### src/rtl/csr_seq.sv
// csr_seq: multi-cycle CSR instruction sequencer between ID and the csr unit.
// Each accepted instruction walks IDLE -> (READ -> WRITE | TRAP) -> DONE and
// issues at most one read, one write and one state pulse to the csr unit.
module csr_seq #(
  parameter int XLEN = 64
) (
  input  logic            clk,
  input  logic            rst_n,
  // instruction from ID
  input  logic            in_valid_i,
  output logic            in_ready_o,
  input  logic [2:0]      in_funct3_i,
  input  logic [11:0]     in_csr_addr_i,
  input  logic [4:0]      in_rs1_idx_i,
  input  logic [XLEN-1:0] in_rs1_data_i,
  input  logic [4:0]      in_rd_i,
  input  logic [XLEN-1:0] in_pc_i,
  input  logic            in_ecall_i,
  input  logic            in_mret_i,
  // csr unit controls
  output logic [1:0]      csr_state_o,
  output logic [11:0]     csr_r_addr_o,
  output logic [11:0]     csr_w_addr_o,
  output logic            csr_ren_o,
  output logic            csr_wen_o,
  output logic [XLEN-1:0] csr_w_data_o,
  output logic [XLEN-1:0] csr_pc_o,
  input  logic [XLEN-1:0] csr_r_data_i,
  input  logic [XLEN-1:0] csr_dnpc_i,
  // result to downstream
  output logic            out_valid_o,
  input  logic            out_ready_i,
  output logic            out_wb_en_o,
  output logic [4:0]      out_rd_o,
  output logic [XLEN-1:0] out_wb_data_o,
  output logic            out_redirect_o,
  output logic [XLEN-1:0] out_redirect_pc_o,
  output logic            out_illegal_o
);

  localparam logic [1:0] CSR_STATE_NONE  = 2'b00;
  localparam logic [1:0] CSR_STATE_RW    = 2'b01;
  localparam logic [1:0] CSR_STATE_ECALL = 2'b10;
  localparam logic [1:0] CSR_STATE_MRET  = 2'b11;

  typedef enum logic [2:0] {
    S_IDLE,
    S_READ,
    S_WRITE,
    S_TRAP,
    S_DONE
  } state_t;

  state_t state_reg, state_next;

  // latched instruction fields
  logic [2:0]      funct3_reg;
  logic [11:0]     addr_reg;
  logic [4:0]      rs1_idx_reg;
  logic [XLEN-1:0] rs1_data_reg;
  logic [4:0]      rd_reg;
  logic [XLEN-1:0] pc_reg;
  logic            ecall_reg;
  logic [XLEN-1:0] new_data_reg;

  // result registers
  logic            wb_en_reg;
  logic [XLEN-1:0] wb_data_reg;
  logic            redirect_reg;
  logic [XLEN-1:0] redirect_pc_reg;
  logic            illegal_reg;

  logic            accept;
  logic            in_legal;
  logic [XLEN-1:0] src;
  logic [XLEN-1:0] new_data;
  logic            write_allowed;

  assign accept   = in_valid_i && (state_reg == S_IDLE);
  // funct3 low bits of 00 (000/100) are not CSR ops
  assign in_legal = (in_funct3_i[1:0] != 2'b00);

  // Operand select and read-modify-write value, based on the captured old value
  always_comb begin
    src      = funct3_reg[2] ? {{(XLEN-5){1'b0}}, rs1_idx_reg} : rs1_data_reg;
    new_data = src;
    case (funct3_reg[1:0])
      2'b10:   new_data = csr_r_data_i | src;
      2'b11:   new_data = csr_r_data_i & ~src;
      default: new_data = src;
    endcase
  end

  // Set/clear forms with x0/zimm=0 must not write (no side effects)
  assign write_allowed = (funct3_reg[1:0] == 2'b01) || (rs1_idx_reg != 5'd0);

  // State register
  always_ff @(posedge clk or negedge rst_n) begin
    if (!rst_n) begin
      state_reg <= S_IDLE;
    end else begin
      state_reg <= state_next;
    end
  end

  // Next-state selection
  always_comb begin
    state_next = state_reg;
    case (state_reg)
      S_IDLE: begin
        if (in_valid_i) begin
          if (in_ecall_i || in_mret_i) state_next = S_TRAP;
          else if (in_legal)           state_next = S_READ;
          else                         state_next = S_DONE;
        end
      end
      S_READ:  state_next = S_WRITE;
      S_WRITE: state_next = S_DONE;
      S_TRAP:  state_next = S_DONE;
      S_DONE:  if (out_ready_i) state_next = S_IDLE;
      default: state_next = S_IDLE;
    endcase
  end

  // csr unit strobes, decoded from state so a reset kills them immediately
  always_comb begin
    csr_ren_o   = 1'b0;
    csr_wen_o   = 1'b0;
    csr_state_o = CSR_STATE_NONE;
    case (state_reg)
      S_READ:  csr_ren_o = 1'b1;
      S_WRITE: begin
        csr_state_o = CSR_STATE_RW;
        csr_wen_o   = write_allowed;
      end
      S_TRAP:  csr_state_o = ecall_reg ? CSR_STATE_ECALL : CSR_STATE_MRET;
      default: ;
    endcase
  end

  // Instruction latch and result capture
  always_ff @(posedge clk or negedge rst_n) begin
    if (!rst_n) begin
      funct3_reg      <= '0;
      addr_reg        <= '0;
      rs1_idx_reg     <= '0;
      rs1_data_reg    <= '0;
      rd_reg          <= '0;
      pc_reg          <= '0;
      ecall_reg       <= 1'b0;
      new_data_reg    <= '0;
      wb_en_reg       <= 1'b0;
      wb_data_reg     <= '0;
      redirect_reg    <= 1'b0;
      redirect_pc_reg <= '0;
      illegal_reg     <= 1'b0;
    end else begin
      case (state_reg)
        S_IDLE: begin
          if (accept) begin
            funct3_reg      <= in_funct3_i;
            addr_reg        <= in_csr_addr_i;
            rs1_idx_reg     <= in_rs1_idx_i;
            rs1_data_reg    <= in_rs1_data_i;
            rd_reg          <= in_rd_i;
            pc_reg          <= in_pc_i;
            // ECALL wins when both trap flags are set
            ecall_reg       <= in_ecall_i;
            wb_en_reg       <= 1'b0;
            wb_data_reg     <= '0;
            redirect_reg    <= 1'b0;
            redirect_pc_reg <= '0;
            illegal_reg     <= !in_ecall_i && !in_mret_i && !in_legal;
          end
        end
        S_READ: begin
          wb_data_reg  <= csr_r_data_i;
          new_data_reg <= new_data;
          wb_en_reg    <= (rd_reg != 5'd0);
        end
        S_TRAP: begin
          redirect_reg    <= 1'b1;
          redirect_pc_reg <= csr_dnpc_i;
        end
        default: ;
      endcase
    end
  end

  assign in_ready_o        = (state_reg == S_IDLE);
  assign out_valid_o       = (state_reg == S_DONE);
  assign csr_r_addr_o      = addr_reg;
  assign csr_w_addr_o      = addr_reg;
  assign csr_w_data_o      = new_data_reg;
  assign csr_pc_o          = pc_reg;
  assign out_wb_en_o       = wb_en_reg;
  assign out_rd_o          = rd_reg;
  assign out_wb_data_o     = wb_data_reg;
  assign out_redirect_o    = redirect_reg;
  assign out_redirect_pc_o = redirect_pc_reg;
  assign out_illegal_o     = illegal_reg;

endmodule
### config.mk
export PLATFORM = sky130hd
export DESIGN_NAME = csr_seq
export DESIGN_NICKNAME = d
export VERILOG_FILES = /design/src/rtl/csr_seq.sv
export SDC_FILE = /design/constraint.sdc
export NUM_CORES = 1
export LEC_CHECK = 0
export ABC_AREA = 1
export ABC_CLOCK_PERIOD_IN_PS = 1900
export CAP_MARGIN = 0
export CORE_ASPECT_RATIO = 0.6
export CORE_UTILIZATION = 30
export CTS_CLUSTER_SIZE = 16
export DETAILED_ROUTE_END_ITERATION = 7
export PLACE_DENSITY_LB_ADDON = 0.3
export SLEW_MARGIN = 20
export SYNTH_ARGS = -nofsm -noshare
export SYNTH_HDL_FRONTEND = slang
export SYNTH_SLANG_ARGS = --single-unit
### constraint.sdc
create_clock -name clk -period 1.9 [get_ports clk]
set_clock_uncertainty 0.1 [all_clocks]
set_input_delay 0.285 -clock clk [delete_from_list [all_inputs] [get_ports clk]]
set_output_delay 0.285 -clock clk [all_outputs]
set_load 0.02 [all_outputs]
---- After elaboration in Yosys (flattened, before gate mapping) ----
Cells that the tools add are included.
cells by class
  bitwise gates (word level) .............. 3
  muxes and demuxes ....................... 17
  reductions and logical operators ........ 19
  equality and inequality tests ........... 10
operators with widths
  cell                  number
  $pmux W64 S2          3
  $mux W64              2
  $and A64 B64 Y64      1
  $not A64 Y64          1
  $or A64 B64 Y64       1
  $mux W3               4
  $pmux W3 S4           1
  $reduce_bool A5 Y1    2
  $reduce_and A2 Y1     4
  $eq A3 B2 Y1 const B  2
  $reduce_bool A2 Y1    3
  $eq A2 B2 Y1 const B  2
  $mux W1               4
  $ne A2 B1 Y1 const B  2
  $pmux W1 S2           2
  $pmux W2 S2           1
  $eq A3 B1 Y1 const B  1
  $eq A3 B3 Y1 const B  1
  $logic_and A1 B1 Y1   3
  $logic_not A1 Y1      3
  $logic_not A3 Y1      1
  $eq A2 B1 Y1 const B  1
  $logic_or A1 B1 Y1    2
  $ne A2 B2 Y1 const B  1
  $reduce_or A2 Y1      1
word-level totals
  bits in registers ....................... 352
  input bits .............................. 287

---- Logic depth before layout (Yosys ltp) ----
Gate-level depths: netlist (run 1).
  depth after elaboration ................. 5
  depth in mapped cells ................... 8
  depth with buffers taken out ............ 6

---- Least setup slack after synthesis (run 1) ----
No wires, ideal clock.
  kind .................................... register to output
  start ................................... register funct3_reg[1]
  end ..................................... output csr_wen_o
  buffers on the path ..................... 2
  data required time ...................... 1.515 ns
  path slack .............................. 0.309 ns
  arrival time ............................ 1.206 ns
  stages on the path, launching flop included .. 6
  cell sequence ........................... dfrtp_1 > buf_2 > buf_2 > inv_1 > nand2_1 > a31oi_1
between the ends
  cells in the longest elaborated chain, start to end .. 3
ends and longest elaborated chain
  what                    RTL line  text
  from (decl)             57        logic [2:0] funct3_reg;
  from (signal assigned)  161       funct3_reg <= in_funct3_i;
  $eq A2 B1 Y1            95        assign write_allowed = (funct3_reg[1:0] == 2'b01) || (rs1_idx_reg != 5'd0);
  $logic_or A1 B1 Y1      95
  $mux W1                 130       case (state_reg)
  to (decl)               25        output logic csr_wen_o,
No other way between the ends.

---- Final worst setup path (run 1) ----
  start ................................... register rs1_idx_reg[1]
  end ..................................... output csr_wen_o
between the ends
  cells in the longest elaborated chain, start to end .. 3
ends and longest elaborated chain
  what                    RTL line  text
  from (decl)             59        logic [4:0] rs1_idx_reg;
  from (signal assigned)  163       rs1_idx_reg <= in_rs1_idx_i;
  $reduce_bool A5 Y1      95
  $logic_or A1 B1 Y1      95
  $mux W1                 130
No other way between the ends.

==> metrics, run 1 <==
fraction of layout instances using a drive strength above 1=5.989%; top achievable clock speed=532.7 MHz; first-pass iteration count of the detailed router=7; vias in the first global route=13,870; count of routing violations after the opening detailed-route iteration=782; final hold vios=0; library cell occupying the most area in the post-synthesis netlist=sky130_fd_sc_hd__dfrtp_1; share of the yosys chip area belonging to registers=59.66%; internal portion of total power=20.95 mW; depth of the worst register-to-register path=8; pwr/cell area=1603 nW/um^2; violations in the final reports=DRC; overall fraction of global-route tracks in use=21.41%; buffers from clock root to sink, at most=3; RSZ-0062 raised after global routing=yes; placed wire-length estimate=39.17 mm; capturing element type of the critical path=primary output; synthesized-area fraction occupied by xor and xnor cells=0%; Mapped Area=14,760 um^2; Max Transition Viols Final=0; tightest slew margin relative to the limit=49.00%; share of total power in sequential cells=34.4%; CP startpoint kind=flop; fraction of the mapped netlist area in adder cells=0%; clock tree from TritonCTS=built; most area-consuming cells after synthesis=sky130_fd_sc_hd__dfrtp_1 60%, sky130_fd_sc_hd__nand2_1 25%, sky130_fd_sc_hd__nand3_1 4.7%; clock slew at reported path FFs=0.06 ns; port bufs=580; portion of total power attributed to the clock network=21.0%; source-to-sink clock delay at the later pin of the worst-skew pair=0.53 ns; number of vias per cell after detailed routing=4.548; vertical die dimension=173.8 um; number of nets in the final layout=2,631; H-Tree Level Count=2; gpl congestion=0.8751; required time reported for the critical path endpoint=1.51 ns; dominant combinational cell family by area after synthesis=simple AND/OR/NAND/NOR gates; die area=50,130 um^2; starting utilization of the core area=30.65%; global-route wire length before repair=82.77 mm; Finished Core Util=46.81%; clock root cell=sky130_fd_sc_hd__clkbuf_16; Post-synth EDFFs=0; global-route track usage on met1=28.45%; average wire length per cell after detail routing=17.93 um; total number of vias=13,730; DIE WIDTH=288.4 um; number of nets produced by synthesis=2,069; worst hold slack across all endpoints=0.1381 ns; fraction of synthesis flops using an asynchronous set or reset pin=100.0%; Tmin final=1.877 ns; post-detailed-routing wire length=54.14 mm; antenna violations before repair=9; Unique masters post-synth=20; met2 GRT Util=34.40%; count of clock tree sinks=352; Static Leakage=12.43 nW; Worst Hold Class=in2async; FP Rows=62; multiplexer area fraction after synthesis=0%; part of the total power dissipated in combinational logic=44.6%; fraction of post-synthesis cell area in the top cell type by area=59.66%; Synth-to-Final Area Change=52.72%; Syn Inst Count=1,782; outcome=finished with violations; global routing usage on met3=4.763%; net switching power=15.19 mW; post-synthesis compound-gate area fraction=3.864%; CP max FO=3; # setup viols final=0; part of the cycle the worst path needs=98.81%; endpoint arrival time on the critical path=1.49 ns; switch share=42.03%; Residual DRC=30; Core Area=48,170 um^2; count of warnings emitted by yosys=0; post-synthesis register bit count=352; ports placed on the boundary=581; dominant synthesized flop cell=sky130_fd_sc_hd__dfrtp_1; most frequently used cell type in the post-synthesis netlist=sky130_fd_sc_hd__nand2_1; top post-synthesis cells by count=976 x sky130_fd_sc_hd__nand2_1, 352 x sky130_fd_sc_hd__dfrtp_1, 138 x sky130_fd_sc_hd__nand3_1; busiest grt layer=met2; largest voltage drop on the vdd net=0.7189 mV; pin slew with the least headroom to its limit=0.7649 ns; max-cap check violation count=0; largest net degree at the start of global routing=78; total CTS buffers=39; class of the most critical setup path=reg2out; total gr overflow=0; Mean Syn Cell Area=8.285 um^2; number of routed nets with antenna violations=0; synthesized-area fraction occupied by and/or/nand/nor cells=30.57%
==> path summary, 6_finish.rpt <==
kind / from / to / slack (ns)
max: rs1_idx_reg[1] / csr_wen_o / 0.02
min: rst_n / out_wb_data_o[29] / 0.14
max reg2reg: state_reg[2] / csr_pc_o[14] / 0.10
min reg2reg: csr_pc_o[63] / csr_pc_o[63] / 0.36
max in group asynchronous: rst_n / csr_w_data_o[0] / 0.80
min in group clk: in_rd_i[4] / out_rd_o[4] / 0.18
==> cells by family after synthesis <==
group,after synthesis
AOI/OAI and AO/OA,113
buffers and inverters,165
DFF,352
and+or+nand+nor,1152
==> per-layer routing <==
layer,routed length (um),vias up
li1,-,6650
met4,1665,4
met3,3348,93
met1,23290,6601
met2,25810,382
met5,27,-
==> layout by cell type, fill, tap and decap left out, types with 2 or more instances in the layout <==
master,instances
sky130_fd_sc_hd__dlygate4sd2_1,243
sky130_fd_sc_hd__dfrtp_2,3
sky130_fd_sc_hd__nand2_1,974
sky130_fd_sc_hd__buf_6,4
sky130_fd_sc_hd__clkbuf_1,10
sky130_fd_sc_hd__buf_12,22
sky130_fd_sc_hd__nand2_2,3
sky130_fd_sc_hd__inv_1,40
sky130_fd_sc_hd__o21ai_0,104
sky130_fd_sc_hd__inv_6,3
sky130_fd_sc_hd__clkinvlp_4,2
sky130_fd_sc_hd__dlymetal6s2s_1,45
sky130_fd_sc_hd__a21oi_1,6
sky130_fd_sc_hd__dfrtp_1,349
sky130_fd_sc_hd__clkinv_2,3
sky130_fd_sc_hd__clkbuf_8,10
sky130_fd_sc_hd__clkdlybuf4s50_1,285
sky130_fd_sc_hd__nor2_1,31
sky130_fd_sc_hd__buf_4,38
sky130_fd_sc_hd__nand3_1,137
sky130_fd_sc_hd__bufinv_16,2
sky130_fd_sc_hd__inv_2,4
sky130_fd_sc_hd__nor2_4,2
sky130_fd_sc_hd__diode_2,8
sky130_fd_sc_hd__clkbuf_16,39
==> power by group through the flow <==
| stage | logic, mW | registers, mW | clock network [mW] |
|---|---|---|---|
| floorplan | 6.34 | 15.2 | 0 |
| global placement | 17.5 | 12.5 | 0 |
| detailed placement | 17.7 | 12.5 | 0 |
| CTS | 16.3 | 12.4 | 7.83 |
| global route | 17.6 | 12.8 | 8.18 |
| finish | 16.1 | 12.4 | 7.60 |
==> critical path: stages (launching register included) <==
cell and delay, ns:
sky130_fd_sc_hd__dfrtp_1 0.42, sky130_fd_sc_hd__nor3_2 0.18, sky130_fd_sc_hd__buf_4 0.14, sky130_fd_sc_hd__a31oi_1 0.07, sky130_fd_sc_hd__buf_4 0.17
==> area by class of cell <==
class	count	area, um^2
inverters	46	180.2
diodes	8	20.02
multi-input cells	1265	5109
clock buffers	59	1151
clock inverters	9	107.6
flip-flops and latches	352	8812
well taps	640	800.8
repair buffers	640	6367
fillers	4687	25630
==> repair_timing <==
action	4_1_cts	5_1_grt
hold buffers	1	0
endpoints found under the setup margin	252	117
gates resized for setup	277	57
pin swaps	2	1
endpoints found under the hold margin	181	0
buffers inserted	1	5
==> through the flow <==
step | setup TNS [ns] | worst slack, ns | instance area (um^2) | total power [mW] | instances
2_1_floorplan | 0 | 0.3094 | 14760 | 21.53 | 1782
3_3_place_gp | -1.585 | -0.05525 | 21390 | 29.94 | 2936
3_5_place_dp | -1.575 | -0.06552 | 21390 | 30.25 | 2936
4_1_cts | -0.02729 | -0.02729 | 22340 | 36.52 | 3006
5_1_grt | -0.1918 | -0.1001 | 22540 | 38.58 | 3017
6_report | 0 | 0.02263 | 22550 | 36.13 | 3019
No activity file was read; power rests on OpenSTA's default activity.
==> run 2, diff against run 1 <==
--- a/config.mk
+++ b/config.mk
@@ -10,8 +10,10 @@
 export CAP_MARGIN = 0
 export CORE_ASPECT_RATIO = 0.6
+export CORE_MARGIN = 10
 export CORE_UTILIZATION = 30
 export CTS_CLUSTER_SIZE = 16
 export DETAILED_ROUTE_END_ITERATION = 7
 export PLACE_DENSITY_LB_ADDON = 0.3
+export SKIP_CTS_REPAIR_TIMING = 1
 export SLEW_MARGIN = 20
 export SYNTH_ARGS = -nofsm -noshare
==> constraint.sdc (replaced) <==
create_clock -name clk -period 1.9 [get_ports clk]
set_clock_uncertainty 0.1 [all_clocks]
set_input_delay 0.285 -clock clk [delete_from_list [all_inputs] [get_ports clk]]
set_output_delay 0.285 -clock clk [all_outputs]
set_load 0.01 [all_outputs]
==> run 2 against run 1 <==
Against the previous run: the run now ends clean; maximum frequency fell by 0.60%; die area is 17% higher; final area is 2.5% higher; largest cell class unchanged; sequential power about the same; total power fell by 0.88%; combinational power is essentially flat; utilization rose by 1.1 points; critical path depth unchanged; sequential share of layout area shrank 0.97 points; non-clock buffer count is 1 lower; final cell count hardly changed; highest routed layer unchanged; first-iteration DRC count increased by 22%.
==> metrics, run 2 (synthesized netlist as in run 1, its figures left out) <==
buffers from clock root to sink, at most=3; part of the cycle the worst path needs=99.40%; clock root cell=sky130_fd_sc_hd__clkbuf_16; vertical die dimension=191.8 um; clock tree from TritonCTS=built; fraction of layout instances using a drive strength above 1=6.245%; launch point of the critical path=state_reg[1]; Max Transition Viols Final=0; start of the worst register-to-register path=state_reg[2]; number of nets in the final layout=2,629; source-to-sink clock delay at the later pin of the worst-skew pair=0.53 ns; class of the most critical setup path=reg2out; total gr overflow=0; # setup viols final=0; top library cells by usage in the layout, fill and taps aside=973 x sky130_fd_sc_hd__nand2_1, 456 x sky130_fd_sc_hd__clkdlybuf4s50_1, 350 x sky130_fd_sc_hd__dfrtp_1; DIE WIDTH=306.4 um; global-route wire length before repair=89.22 mm; die area=58,780 um^2; starting utilization of the core area=30.60%; port bufs=580; number of routed nets with antenna violations=0; Tmin final=1.889 ns; first-pass iteration count of the detailed router=6; H-Tree Level Count=2; tightest slew margin relative to the limit=51.59%; Residual DRC=0; FP Rows=62; CP max FO=6; overall fraction of global-route tracks in use=19.39%; required time reported for the critical path endpoint=1.51 ns; Worst Hold Class=in2async; antenna violations before repair=7; total number of vias=13,910; Synth-to-Final Area Change=56.58%; placed instance count=2,938; capturing element type of the critical path=primary output; ports placed on the boundary=581; pin slew with the least headroom to its limit=0.7262 ns; placed wire-length estimate=43.92 mm; vias in the first global route=14,350; gpl congestion=0.8236; final hold vios=0; largest net degree at the start of global routing=67; max-cap check violation count=0; average wire length per cell after detail routing=19.84 um; total CTS buffers=38; clock slew at reported path FFs=0.06 ns; largest voltage drop on the vdd net=0.8222 mV; count of clock tree sinks=352; post-detailed-routing wire length=59.85 mm; Post-Layout Cell Count=3,016; Core Area=48,250 um^2; most frequent standard cell in the layout excluding fill and tap cells=sky130_fd_sc_hd__nand2_1; Filler Cell Count=4,555; count of routing violations after the opening detailed-route iteration=957; setup TNS after final layout=0 ns; endpoint arrival time on the critical path=1.50 ns; pwr/cell area=1549 nW/um^2; RSZ-0062 raised after global routing=yes; Static Leakage=12.64 nW; outcome=completed; number of vias per cell after detailed routing=4.611; top achievable clock speed=529.5 MHz; CP startpoint kind=flop
## run 2: routing by layer
metal	GRT usage (%)	wire, um	up-vias
li1	-	-	6644
met1	24.61	25280	6785
met2	32.18	29200	405
met3	5.454	4159	69
met4	5.245	1191	4
met5	0	23	-
## run 2: path summary, 6_finish.rpt
path,to,slack [ns],cells past startpoint
setup / recovery,csr_ren_o,0.01,4
max in group asynchronous,csr_pc_o[47],0.84,3
hold / removal,rs1_data_reg[50],0.10,2
min in group clk,out_redirect_pc_o[60],0.18,3
setup reg to reg,rs1_data_reg[2],0.09,9
hold reg to reg,out_wb_data_o[0],0.37,2
## run 2: stage by stage
stage	hold WS, ns	worst slack, ns	power [mW]	cell area [um^2]	utilization (%)
CTS	-0.5237	-0.5273	36.34	22670	46.97
detailed placement	0.04904	-0.004068	28.72	21430	44.42
global placement	0.05014	0.008959	28.38	21430	44.42
global route	0.09406	-0.07671	38.36	23110	47.90
finish	0.1015	0.01136	35.82	23120	47.91
floorplan	-0.1106	0.4668	19.62	14760	-
## run 2: area by class of cell
type                            count  area [um^2]  share of cell area, %
Clock buffer                       55         1149                  4.968
Timing Repair Buffer              639         6932                  29.98
Sequential cell                   352         8811                  38.11
Multi-Input combinational cell   1265         5147                  22.27
Inverter                           46        180.2                 0.7793
Clock inverter                     13        83.83                 0.3626
Tap cell                          640        800.8                  3.464
Antenna cell                        6        15.01                0.06495
## run 2: worst max-delay path: stages (launching register included)
cell and delay [ns]:
sky130_fd_sc_hd__dfrtp_2 0.47, sky130_fd_sc_hd__nor2_2 0.15, sky130_fd_sc_hd__nand2_4 0.07, sky130_fd_sc_hd__inv_4 0.12, sky130_fd_sc_hd__clkbuf_2 0.16
## run 2: power breakdown
group	switching (mW)	total [mW]	internal [mW]
sequential	1.86	12.5	10.7
clock	3.15	7.37	4.22
combinational	8.66	15.9	7.27
total	13.7	35.8	22.2
==> run 3, diff against run 2 <==
Settings changed: CTS_CLUSTER_SIZE 16 to unset, SLEW_MARGIN 20 to unset.
==> run 3 against run 2 <==
Against the previous run: final area fell by 0.16%; maximum frequency fell by 0.34%; worst hold slack barely moved; final cell count fell by 0.13%; sequential power barely moved; non-clock buffer count fell by 2; count of clock-buffer cells in the layout fell by 1; sequential share of layout area rose by 0.060 points; global-route usage barely moved; die area did not move; critical path depth did not move; largest power group unchanged; highest routed layer unchanged.
==> metrics, run 3 (synthesized netlist as in run 1, its figures left out) <==
count of clock tree sinks=352; most frequent standard cell in the layout excluding fill and tap cells=sky130_fd_sc_hd__nand2_1; largest net degree at the start of global routing=67; Worst Hold Class=in2async; R2R Setup Slk=0.08 ns; total area of multi-input combinational cells=5149 um^2; buffers from clock root to sink, at most=3; antenna violations before repair=7; Max Transition Viols Final=0; outcome=completed; Filler Cell Count=4,549; clock slew at reported path FFs=0.06 ns; ports placed on the boundary=581; Tmin final=1.895 ns; top achievable clock speed=527.7 MHz; worst hold slack across all endpoints=0.1013 ns; placed wire-length estimate=43.92 mm; max-cap check violation count=0; post-detailed-routing wire length=59.26 mm; clock root cell=sky130_fd_sc_hd__clkbuf_16; Residual DRC=0; DIE WIDTH=306.4 um; clock tree from TritonCTS=built; gpl congestion=0.8236; RSZ-0062 raised after global routing=yes; pin slew with the least headroom to its limit=0.7205 ns; count of routing violations after the opening detailed-route iteration=929; total CTS buffers=38; CP startpoint kind=flop; FP Rows=62; capturing element type of the critical path=primary output; crit-path cells=nor2_2 -> nand2_4 -> inv_4 -> clkbuf_2; H-Tree Level Count=2; Synth-to-Final Area Change=56.34%; largest voltage drop on the vdd net=0.8225 mV; required time reported for the critical path endpoint=1.51 ns; number of nets in the final layout=2,627; CP max FO=6; Finished Core Util=47.84%; buffering stage count on the worst path with inverters included=2; # setup viols final=0; Static Leakage=12.55 nW; final hold vios=0; source-to-sink clock delay at the later pin of the worst-skew pair=0.53 ns; total number of vias=13,860; tightest slew margin relative to the limit=51.96%; total gr overflow=0; vias in the first global route=14,310; number of routed nets with antenna violations=0; port bufs=580; average wire length per cell after detail routing=19.68 um; starting utilization of the core area=30.60%; fraction of layout instances using a drive strength above 1=6.128%; die area=58,780 um^2; overall fraction of global-route tracks in use=19.38%; pwr/cell area=1552 nW/um^2; class of the most critical setup path=reg2out; part of the cycle the worst path needs=99.74%; largest incremental delay on the critical path=0.48 ns; Core Area=48,250 um^2; global-route wire length before repair=89.13 mm; number of vias per cell after detailed routing=4.601; Top Family by Delay on Critical Path=flip-flops; slowest cell on the critical path=sky130_fd_sc_hd__dfrtp_2; footprint of the flip-flops and latches=8811 um^2; Worst Setup Slack post-DPL=-0.004068 ns; top library cells by usage in the layout, fill and taps aside=973 x sky130_fd_sc_hd__nand2_1, 462 x sky130_fd_sc_hd__clkdlybuf4s50_1, 350 x sky130_fd_sc_hd__dfrtp_1; endpoint arrival time on the critical path=1.51 ns; crit path setup slack, layout=0.004952 ns; post-layout power=35.83 mW; first-pass iteration count of the detailed router=6; vertical die dimension=191.8 um
## run 3: where the power goes
part	internal, mW	switching (mW)
sequential	10.7	1.86
clock	4.34	3.13
combinational	7.25	8.60
## run 3: final cells by class
cell class,instances,share of cell area [%]
Antenna cell,6,0.06505
Clock buffer,54,4.960
Clock inverter,12,0.4228
Inverter,46,0.7806
Sequential cell,352,38.17
Timing Repair Buffer,637,29.82
Tap cell,640,3.469
Multi-Input combinational cell,1265,22.31
## run 3: per-stage QoR
stage | instance area [um^2] | setup TNS [ns] | std cells
after floorplan | 14760 | 0 | 1782
after global placement | 21430 | 0 | 2938
after detailed placement | 21430 | -0.004068 | 2938
after CTS | 22680 | -3.616 | 3004
after global routing | 23070 | -0.2124 | 3009
final | 23080 | 0 | 3012
## run 3: path summary, 6_finish.rpt
path,startpoint,to,cells past startpoint
worst max register to register,state_reg[2],rs1_data_reg[2],9
max in group asynchronous,rst_n,csr_pc_o[47],3
worst min-delay path,rst_n,rs1_data_reg[50],2
worst max-delay path,state_reg[1],csr_ren_o,4
worst min register to register,out_wb_data_o[30],out_wb_data_o[30],2
min in group clk,csr_dnpc_i[60],out_redirect_pc_o[60],3
## run 3: layer usage
layer,GRT usage (%),vias up,part of all wire [%]
li1,-,6634,-
met1,24.69,6732,42
met2,32.14,414,49
met3,5.443,74,7.2
met4,5.076,4,2.0
met5,0,-,0.046
